**src/rtl/lsu_pkg.sv**
```systemverilog
// lsu_pkg: memory-op encodings, stage states, lane strobes and op classification helpers.
package lsu_pkg;
    localparam logic [3:0] OP_NONE = 4'b0000;
    localparam logic [3:0] OP_LB   = 4'b0001;
    localparam logic [3:0] OP_LH   = 4'b0010;
    localparam logic [3:0] OP_LW   = 4'b0011;
    localparam logic [3:0] OP_LBU  = 4'b0100;
    localparam logic [3:0] OP_LHU  = 4'b0101;
    localparam logic [3:0] OP_SB   = 4'b1001;
    localparam logic [3:0] OP_SH   = 4'b1010;
    localparam logic [3:0] OP_SW   = 4'b1011;

    localparam logic [3:0] STRB_B = 4'b0001;
    localparam logic [3:0] STRB_H = 4'b0011;
    localparam logic [3:0] STRB_W = 4'b1111;

    typedef enum logic [1:0] {IDLE, REQ, RESP, OUT} state_e;

    function automatic logic is_load(input logic [3:0] op);
        return op inside {OP_LB, OP_LH, OP_LW, OP_LBU, OP_LHU};
    endfunction

    function automatic logic is_store(input logic [3:0] op);
        return op inside {OP_SB, OP_SH, OP_SW};
    endfunction

    // Unrecognised codes collapse to NONE so the rest of the stage sees only legal ops.
    function automatic logic [3:0] norm_op(input logic [3:0] op);
        return (is_load(op) || is_store(op)) ? op : OP_NONE;
    endfunction

    function automatic logic misaligned(input logic [3:0] op, input logic [1:0] a);
        return ((op == OP_LH || op == OP_LHU || op == OP_SH) && a[0]) ||
               ((op == OP_LW || op == OP_SW) && a != 2'b00);
    endfunction
endpackage

```
**src/rtl/load_extract.sv**
```systemverilog
// load_extract: selects the addressed byte/halfword of a read word and sign- or zero-extends it.
module load_extract
    import lsu_pkg::*;
(
    input  logic [31:0] rdata,
    input  logic [1:0]  addr,
    input  logic [3:0]  op,
    output logic [31:0] value
);
    logic [7:0]  b;
    logic [15:0] h;

    always_comb begin
        b = rdata[{addr, 3'b000} +: 8];
        h = addr[1] ? rdata[31:16] : rdata[15:0];
        value = op == OP_LB  ? {{24{b[7]}}, b} :
                op == OP_LBU ? {24'b0, b} :
                op == OP_LH  ? {{16{h[15]}}, h} :
                op == OP_LHU ? {16'b0, h} : rdata;
    end
endmodule

```
**src/rtl/lsu_stage.sv**
```systemverilog
// lsu_stage: load/store stage issuing at most one memory transaction per instruction
// and presenting extended write-back data over a valid/ready handshake.
module lsu_stage
    import lsu_pkg::*;
#(
    parameter int WIDTH = 32
) (
    input  logic             clk,
    input  logic             rst,
    input  logic             in_valid,
    output logic             in_ready,
    input  logic [WIDTH-1:0] alu_result,
    input  logic [WIDTH-1:0] store_data,
    input  logic [3:0]       mem_op,
    input  logic [4:0]       rd_addr,
    input  logic             rd_wen,
    output logic             mem_req_valid,
    input  logic             mem_req_ready,
    output logic [WIDTH-1:0] mem_addr,
    output logic             mem_wen,
    output logic [WIDTH-1:0] mem_wdata,
    output logic [3:0]       mem_wstrb,
    input  logic             mem_rvalid,
    input  logic [WIDTH-1:0] mem_rdata,
    output logic             out_valid,
    input  logic             out_ready,
    output logic [WIDTH-1:0] wb_data,
    output logic [4:0]       wb_rd,
    output logic             wb_wen,
    output logic             misalign
);
    state_e           state, state_d;
    logic [3:0]       op_q, op_in;
    logic [WIDTH-1:0] addr_q, sdata_q, wb_data_q, ld_val;
    logic [4:0]       rd_q;
    logic             rd_wen_q, mis_q, in_ready_q, mis_in, req, st;

    assign op_in  = norm_op(mem_op);
    assign mis_in = misaligned(op_in, alu_result[1:0]);

    load_extract u_extract (
        .rdata (mem_rdata),
        .addr  (addr_q[1:0]),
        .op    (op_q),
        .value (ld_val)
    );

    always_comb begin
        state_d = state;
        case (state)
            IDLE: if (in_valid) state_d = (op_in == OP_NONE || mis_in) ? OUT : REQ;
            REQ:  if (mem_req_ready) state_d = is_store(op_q) ? OUT : RESP;
            RESP: if (mem_rvalid) state_d = OUT;
            OUT:  if (out_ready) state_d = IDLE;
            default: state_d = IDLE;
        endcase
    end

    // in_ready is registered from the next state so it never follows out_ready combinationally.
    always_ff @(posedge clk or negedge rst) begin
        if (!rst) begin
            state      <= IDLE;
            in_ready_q <= 1'b0;
            op_q       <= OP_NONE;
            addr_q     <= '0;
            sdata_q    <= '0;
            wb_data_q  <= '0;
            rd_q       <= '0;
            rd_wen_q   <= 1'b0;
            mis_q      <= 1'b0;
        end else begin
            state      <= state_d;
            in_ready_q <= state_d == IDLE;
            if (state == IDLE && in_valid) begin
                op_q      <= op_in;
                addr_q    <= alu_result;
                sdata_q   <= store_data;
                wb_data_q <= alu_result;
                rd_q      <= rd_addr;
                rd_wen_q  <= rd_wen;
                mis_q     <= mis_in;
            end
            if (state == RESP && mem_rvalid) wb_data_q <= ld_val;
        end
    end

    assign req           = state == REQ;
    assign st            = is_store(op_q);
    assign in_ready      = in_ready_q;
    assign mem_req_valid = req;
    assign mem_addr      = req ? {addr_q[WIDTH-1:2], 2'b00} : '0;
    assign mem_wen       = req && st;
    assign mem_wstrb     = !(req && st) ? 4'b0000 :
                           op_q == OP_SB ? STRB_B << addr_q[1:0] :
                           op_q == OP_SH ? STRB_H << addr_q[1:0] : STRB_W;
    assign mem_wdata     = !(req && st) ? '0 :
                           op_q == OP_SB ? {4{sdata_q[7:0]}} :
                           op_q == OP_SH ? {2{sdata_q[15:0]}} : sdata_q;
    assign out_valid     = state == OUT;
    assign wb_data       = wb_data_q;
    assign wb_rd         = rd_q;
    assign wb_wen        = rd_wen_q && rd_q != 5'd0 && !st && !mis_q;
    assign misalign      = mis_q;
endmodule

```
**config.mk**
```make
export PLATFORM = sky130hd
export DESIGN_NAME = lsu_stage
export DESIGN_NICKNAME = d
export VERILOG_FILES = /design/src/rtl/lsu_pkg.sv /design/src/rtl/load_extract.sv /design/src/rtl/lsu_stage.sv
export SDC_FILE = /design/constraint.sdc
export NUM_CORES = 1
export LEC_CHECK = 0
export ABC_AREA = 1
export CORE_MARGIN = 1.5
export CORE_UTILIZATION = 46
export CTS_CLUSTER_SIZE = 12
export DETAILED_ROUTE_END_ITERATION = 6
export PLACE_DENSITY = 0.8
export SYNTH_ARGS = -nofsm -noshare
export SYNTH_HDL_FRONTEND = slang
export SYNTH_HIERARCHICAL = 1
export SYNTH_SLANG_ARGS = --single-unit
```
**constraint.sdc**
```tcl
create_clock -name clk -period 2.4 [get_ports clk]
set_clock_uncertainty 0.2 [all_clocks]
set_input_delay 0.48 -clock clk [delete_from_list [all_inputs] [get_ports clk]]
set_output_delay 0.48 -clock clk [all_outputs]
set_load 0.02 [all_outputs]
```
# Yosys cells after proc, flatten, opt, wreduce, memory -nomap -nowiden
# Cells that the tools add are included.
word_totals:
  regBits: 110
  out_inout_bits: 111
  inputBits: 112
  wordCells: 82
classes:
  n_eq_ne: 23
  reduce_logical: 25
  shifts: 3
  mux: 22
op_table:
  columns: ["cell", "n"]
  rows:
  - ["32-bit two-way mux", 10]
  - ["4-bit equality test, second input constant", 8]
  - ["32-bit by 6-bit indexed part select with 8-bit output", 1]
  - ["4-bit by 2-bit equality test with 1-bit output, second input constant", 5]
  - ["4-bit by 3-bit equality test with 1-bit output, second input constant", 5]
  - ["16-bit two-way mux", 1]
  - ["4-bit two-way mux", 4]
  - ["2-bit two-way mux", 5]
  - ["5-bit nonzero test", 2]
  - ["4-bit by 1-bit equality test with 1-bit output, second input constant", 2]
  - ["1-bit logical AND", 8]
  - ["2-bit case mux with 4 select lines", 1]
  - ["1-bit logical OR", 6]
  - ["3-bit nonzero test", 2]
  - ["2-bit equality test, second input constant", 2]
  - ["2-bit zero test", 2]
  - ["4-bit zero test", 1]
  - ["2-bit nonzero test", 2]
  - ["1-bit by 2-bit << shifter with 4-bit output, first input constant", 1]
  - ["2-bit by 2-bit << shifter with 4-bit output, first input constant", 1]
  - ["2-bit by 1-bit equality test with 1-bit output, second input constant", 1]
  - ["1-bit zero test", 2]
  - ["1-bit two-way mux", 1]

# Depth between registers and ports, before layout
depth:
  word_depth: 14
  depth_mapped: 11
  ltp_nobuf: 10

# By module
# The synthesis kept the hierarchy.
by_module_without_submodules:
  columns: ["module", "cells_each", "seq_area_each_um2", "n_inst", "area_each_um2"]
  rows:
  - ["lsu_stage", 660, 2752.6, 1, 5300.1]
  - ["load_extract", 243, 0.0, 1, 1098.6]

# Worst setup path after synthesis
# No wires, ideal clock.
synth_path:
  kind: "register -> output"
  startpoint: "reg state[1]"
  endpoint: "out mem_wdata[16]"
  n_path_buf: 0
  setup_slack_ps: 243
  t_arrival_ps: 1477
  path_stages_with_launch: 6
  required_time_ps: 1720
  cell_sequence: "dfrtp_1 -> nor2_4 -> o211ai_2 -> inv_1 -> o21ai_0 -> nor2_1"
synth_between:
  elab_chain_cells: 3
synth_lines:
  columns: ["item", "line", "source"]
  rows:
  - ["start, declared", "lsu_stage.sv:32", "state_e state, state_d;"]
  - ["start signal, assigned", "lsu_stage.sv:72", "state <= state_d;"]
  - ["2-bit by 1-bit equality test with 1-bit output", "lsu_stage.sv:87", "assign req = state == REQ;"]
  - ["net mem_req_valid", "lsu_stage.sv:17", "output logic mem_req_valid,"]
  - ["1-bit logical AND", null, null]
  - ["net mem_wen", "lsu_stage.sv:20", "output logic mem_wen,"]
  - ["32-bit two-way mux", "lsu_stage.sv:96", "assign mem_wdata = !(req && st) ? '0 :"]
  - ["end, declared", "lsu_stage.sv:21", "output logic [WIDTH-1:0] mem_wdata,"]
# The timed path passes the listed nets, and every way through them passes these cells.

# Worst setup path in the final report
layout_path:
  startpoint: "reg op_q[1]"
  endpoint: "out mem_wdata[23]"
layout_between:
  elab_chain_cells: 4
  elab_cells_between_ends: 8
  cone_classes: "eq/ne: 3; mux: 3; reduce/logical: 2"
layout_lines:
  columns: ["item", "line", "source"]
  rows:
  - ["start, declared", "lsu_stage.sv:33", "logic [3:0] op_q, op_in;"]
  - ["start signal, assigned", "lsu_stage.sv:75", "op_q <= op_in;"]
  - ["4-bit equality test, on equally long branches", "lsu_pkg.sv:24, lsu_stage.sv:98, lsu_stage.sv:97", null]
  - ["32-bit two-way mux / 3-bit nonzero test (equally long branches)", "lsu_stage.sv:98, lsu_pkg.sv:24", null]
  - ["32-bit two-way mux / 1-bit logical AND (equally long branches)", "lsu_stage.sv:97, lsu_stage.sv:96", null]
  - ["32-bit two-way mux (*)", "lsu_stage.sv:96", null]
# Every way passes the cells marked *; elsewhere a longest branch is shown, timed or not.

==> flow_summary.toml <==
[status]
status = "complete, but fails checks"
violations = "negative setup slack"

[setup_path]
cp_slowest_stage_delay_ns = 0.44
crit_family = "buffers and inverters"
crit_fanout = 4
worstSetupPathType = "register to output port"
critPathArrivalTime_ns = 1.76
r2r-end = "wb_data[2]$_DFFE_PN0P_"
cp_num_buf_inv = 3
worstReg2RegStart = "op_q[0]$_DFFE_PN0P_"
rr_worst_depth = 11
ff2ff_setup_slack_ns = 0.16
path_depth = 6
worstPathCellList = "buf_6 -> o211ai_4 -> clkinvlp_4 -> o21ai_0 -> nor2_1 -> buf_2"
cp-start-kind = "register"
critPathSlowestCell = "dfrtp_2"
end_kind = "output port"
cp.required_ns = 1.72

[timing]
finalHoldViolations = 0
final.setup.worst_slack_ns = -0.0421
finalCritPeriodShare_pct = 102
setup_tns_ns = -0.203
drv_slew = 0
post-route-min-period_ns = 2.44
whs_ns = 0.286
rsz0062_at_grt = "yes"
max_freq_mhz = 409
setup_viol = 12

[finish]
layout-area-overhead-vs-synth_pct = 45.2
mostFrequentLayoutCells = "nand2_1 (357), clkdlybuf4s50_1 (150), dfrtp_1 (109), inv_1 (80), nor2_1 (80)"
final_nets = 1251
layout_commonest_cell = "nand2_1"
utilization_pct = 69.3
drive_above_1_share_pct = 18.8

[clock_tree]
htreeDepth = 3
cts.sinks = 110
clockRootBuffer = "clkbuf_16"
cts_tree = "built"
path_clk_slew_ns = 0.07
clock_latency_ns = 0.37
cts_buffers = 9
clockBufferDepth = 2

[pwr]
powerDensity_mw_per_mm2 = 1190
vdd_drop_max_uv = 629
finalPower_mw = 11.1
cellLeakagePower_nw = 4.89

[yosys]
synth_top_cell_by_area = "dfrtp_1"
avgSynthCellArea_um2 = 7.09
synth_cells = 903
synth_cell_types = 30
synthArstFlopShare_pct = 100
ys_ff_latch = 110
synthTopCellsByArea = "dfrtp_1 (43%), nand2_1 (21%), nor2_1 (4.9%)"
synth-edff-count = 0
synthFlopType = "dfrtp_1"
synth_warnings = 6
synth.cell_area_mm2 = 0.00640
synth-seq-area-share_pct = 43.0
synth.top_cell.area_share_pct = 43.0

[global_routing]
grt_max_degree = 52
grt_pass1_vias = 6176
grt_usage_pct = 27.5
grt.overflow.total = 0
antenna_found_initial = 1
grt_pass1_wl_mm = 31.2

[die]
io_pins = 223
die_y_um = 121
core_area_mm2 = 0.0134
dieArea_mm2 = 0.0146
rows = 42
start_util_pct = 47.7
die_w_um = 121

[routing]
viasPerCell = 5.01
wl_per_cell_um = 15.3
ant_nets = 0
first_iter_violations = 595
vias = 6592
drcViolationCount = 0
routed_wl_mm = 20.2
drtPass1Iterations = 5

[place]
gp_congestion = 0.910
io_buffers = 220
dp_slack_ns = -0.0985
hpwl_mm = 14.5

[min_path]
holdPathEnd = "wb_data[11]$_DFFE_PN0P_"
min_path_cells = 2
min-delay-path-class = "register to register"
min_from = "wb_data[11]$_DFFE_PN0P_"

[job]
cap_violations = 0
logic make-up (layout without fill, tap and decap cells):
kind of cell | after synthesis | after routing | share of synthesized area, %
flip-flops | 110 | 110 | 43.0
buffers and inverters | 139 | 375 | 10.3
adder cells (fa/ha/maj) | 4 | 4 | 0.782
AO/OA/AOI/OAI | 113 | 113 | 10.6
AND/OR/NAND/NOR | 536 | 536 | 35.3
other | 1 | 3 | 0.0586
worst max path at each step:
stage,from,to
after CTS,op_q[3]$_DFFE_PN0P_,mem_wdata[4]
after detailed placement,op_q[2]$_DFFE_PN0P_,mem_wdata[16]
after global placement,op_q[3]$_DFFE_PN0P_,mem_wdata[19]
final,op_q[1]$_DFFE_PN0P_,mem_wdata[23]
after floorplan,state[1]$_DFF_PN0_,mem_wdata[16]
after global routing,op_q[0]$_DFFE_PN0P_,mem_wdata[31]
through the flow:
| step | instances | instance area (µm²) |
|---|---|---|
| 2_1_floorplan | 904 | 6400 |
| 6_report | 1317 | 9290 |
| 3_3_place_gp | 1286 | 8890 |
| 5_1_grt | 1317 | 9290 |
| 3_5_place_dp | 1286 | 8890 |
| 4_1_cts | 1308 | 9160 |
synthesized netlist by cell type, types with 2 or more instances:
cell	n
nor2_1	84
dfrtp_1	110
buf_2	24
inv_2	6
nor2_2	2
o21ai_0	52
o211ai_1	14
buf_4	4
ha_1	4
nand3_1	50
clkbuf_1	11
nand2_2	22
inv_1	82
a21oi_2	16
buf_6	10
nand2_4	11
a21oi_1	23
nor2_4	4
o21ai_1	2
o22ai_1	4
nand2_1	359
worst register-to-register path, cell delays in order, from the launching register on:
cell,delay (ns)
dfrtp_1,0.38
buf_4,0.14
buf_4,0.12
inv_1,0.04
nor2_1,0.18
nand2_1,0.12
nand2_2,0.31
inv_1,0.25
nor2_1,0.16
a21oi_1,0.06
nand2_1,0.08
nand3_1,0.09
layer usage:
layer | global-route usage (%) | up-vias | wire length [µm]
met5 | 0 | - | 0
met4 | 8.60 | 0 | 408
met3 | 6.91 | 32 | 1510
met2 | 43.5 | 247 | 9590
met1 | 37.2 | 3056 | 8660
li1 | - | 3257 | -
registers in the layout (all words and copies together) (netlist names):
| register | cells |
|---|---|
| wb_data | 32 |
| misalign | 1 |
| in_ready | 1 |
| sdata_q | 32 |
| wb_rd | 5 |
| rd_wen_q | 1 |
| state | 2 |
| addr_q | 32 |
| op_q | 4 |
area by class of cell:
| cell class | count | area [µm²] |
|---|---|---|
| clock buffers | 11 | 253 |
| fillers | 1141 | 4110 |
| repair inverters | 1 | 7.51 |
| repair buffers | 268 | 2500 |
| clock inverters | 5 | 65.1 |
| flip-flops and latches | 110 | 2750 |
| well taps | 176 | 220 |
| inverters | 90 | 358 |
| diodes | 1 | 2.50 |
| multi-input cells | 655 | 3130 |
power breakdown:
group	internal, mW	switching, mW	total, mW
registers	2.75	0.619	3.37
logic	2.45	3.66	6.11
clock network	0.878	0.731	1.61
what timing repair did:
item,CTS,global route
resized for setup,256,95
buffers inserted,5,6
pin swaps,3,19
setup endpoints to repair,68,61
hold buffers,1,0
cloned,0,2
endpoints found under the hold margin,32,0
Note: power is estimated with default switching activity, not from simulation.
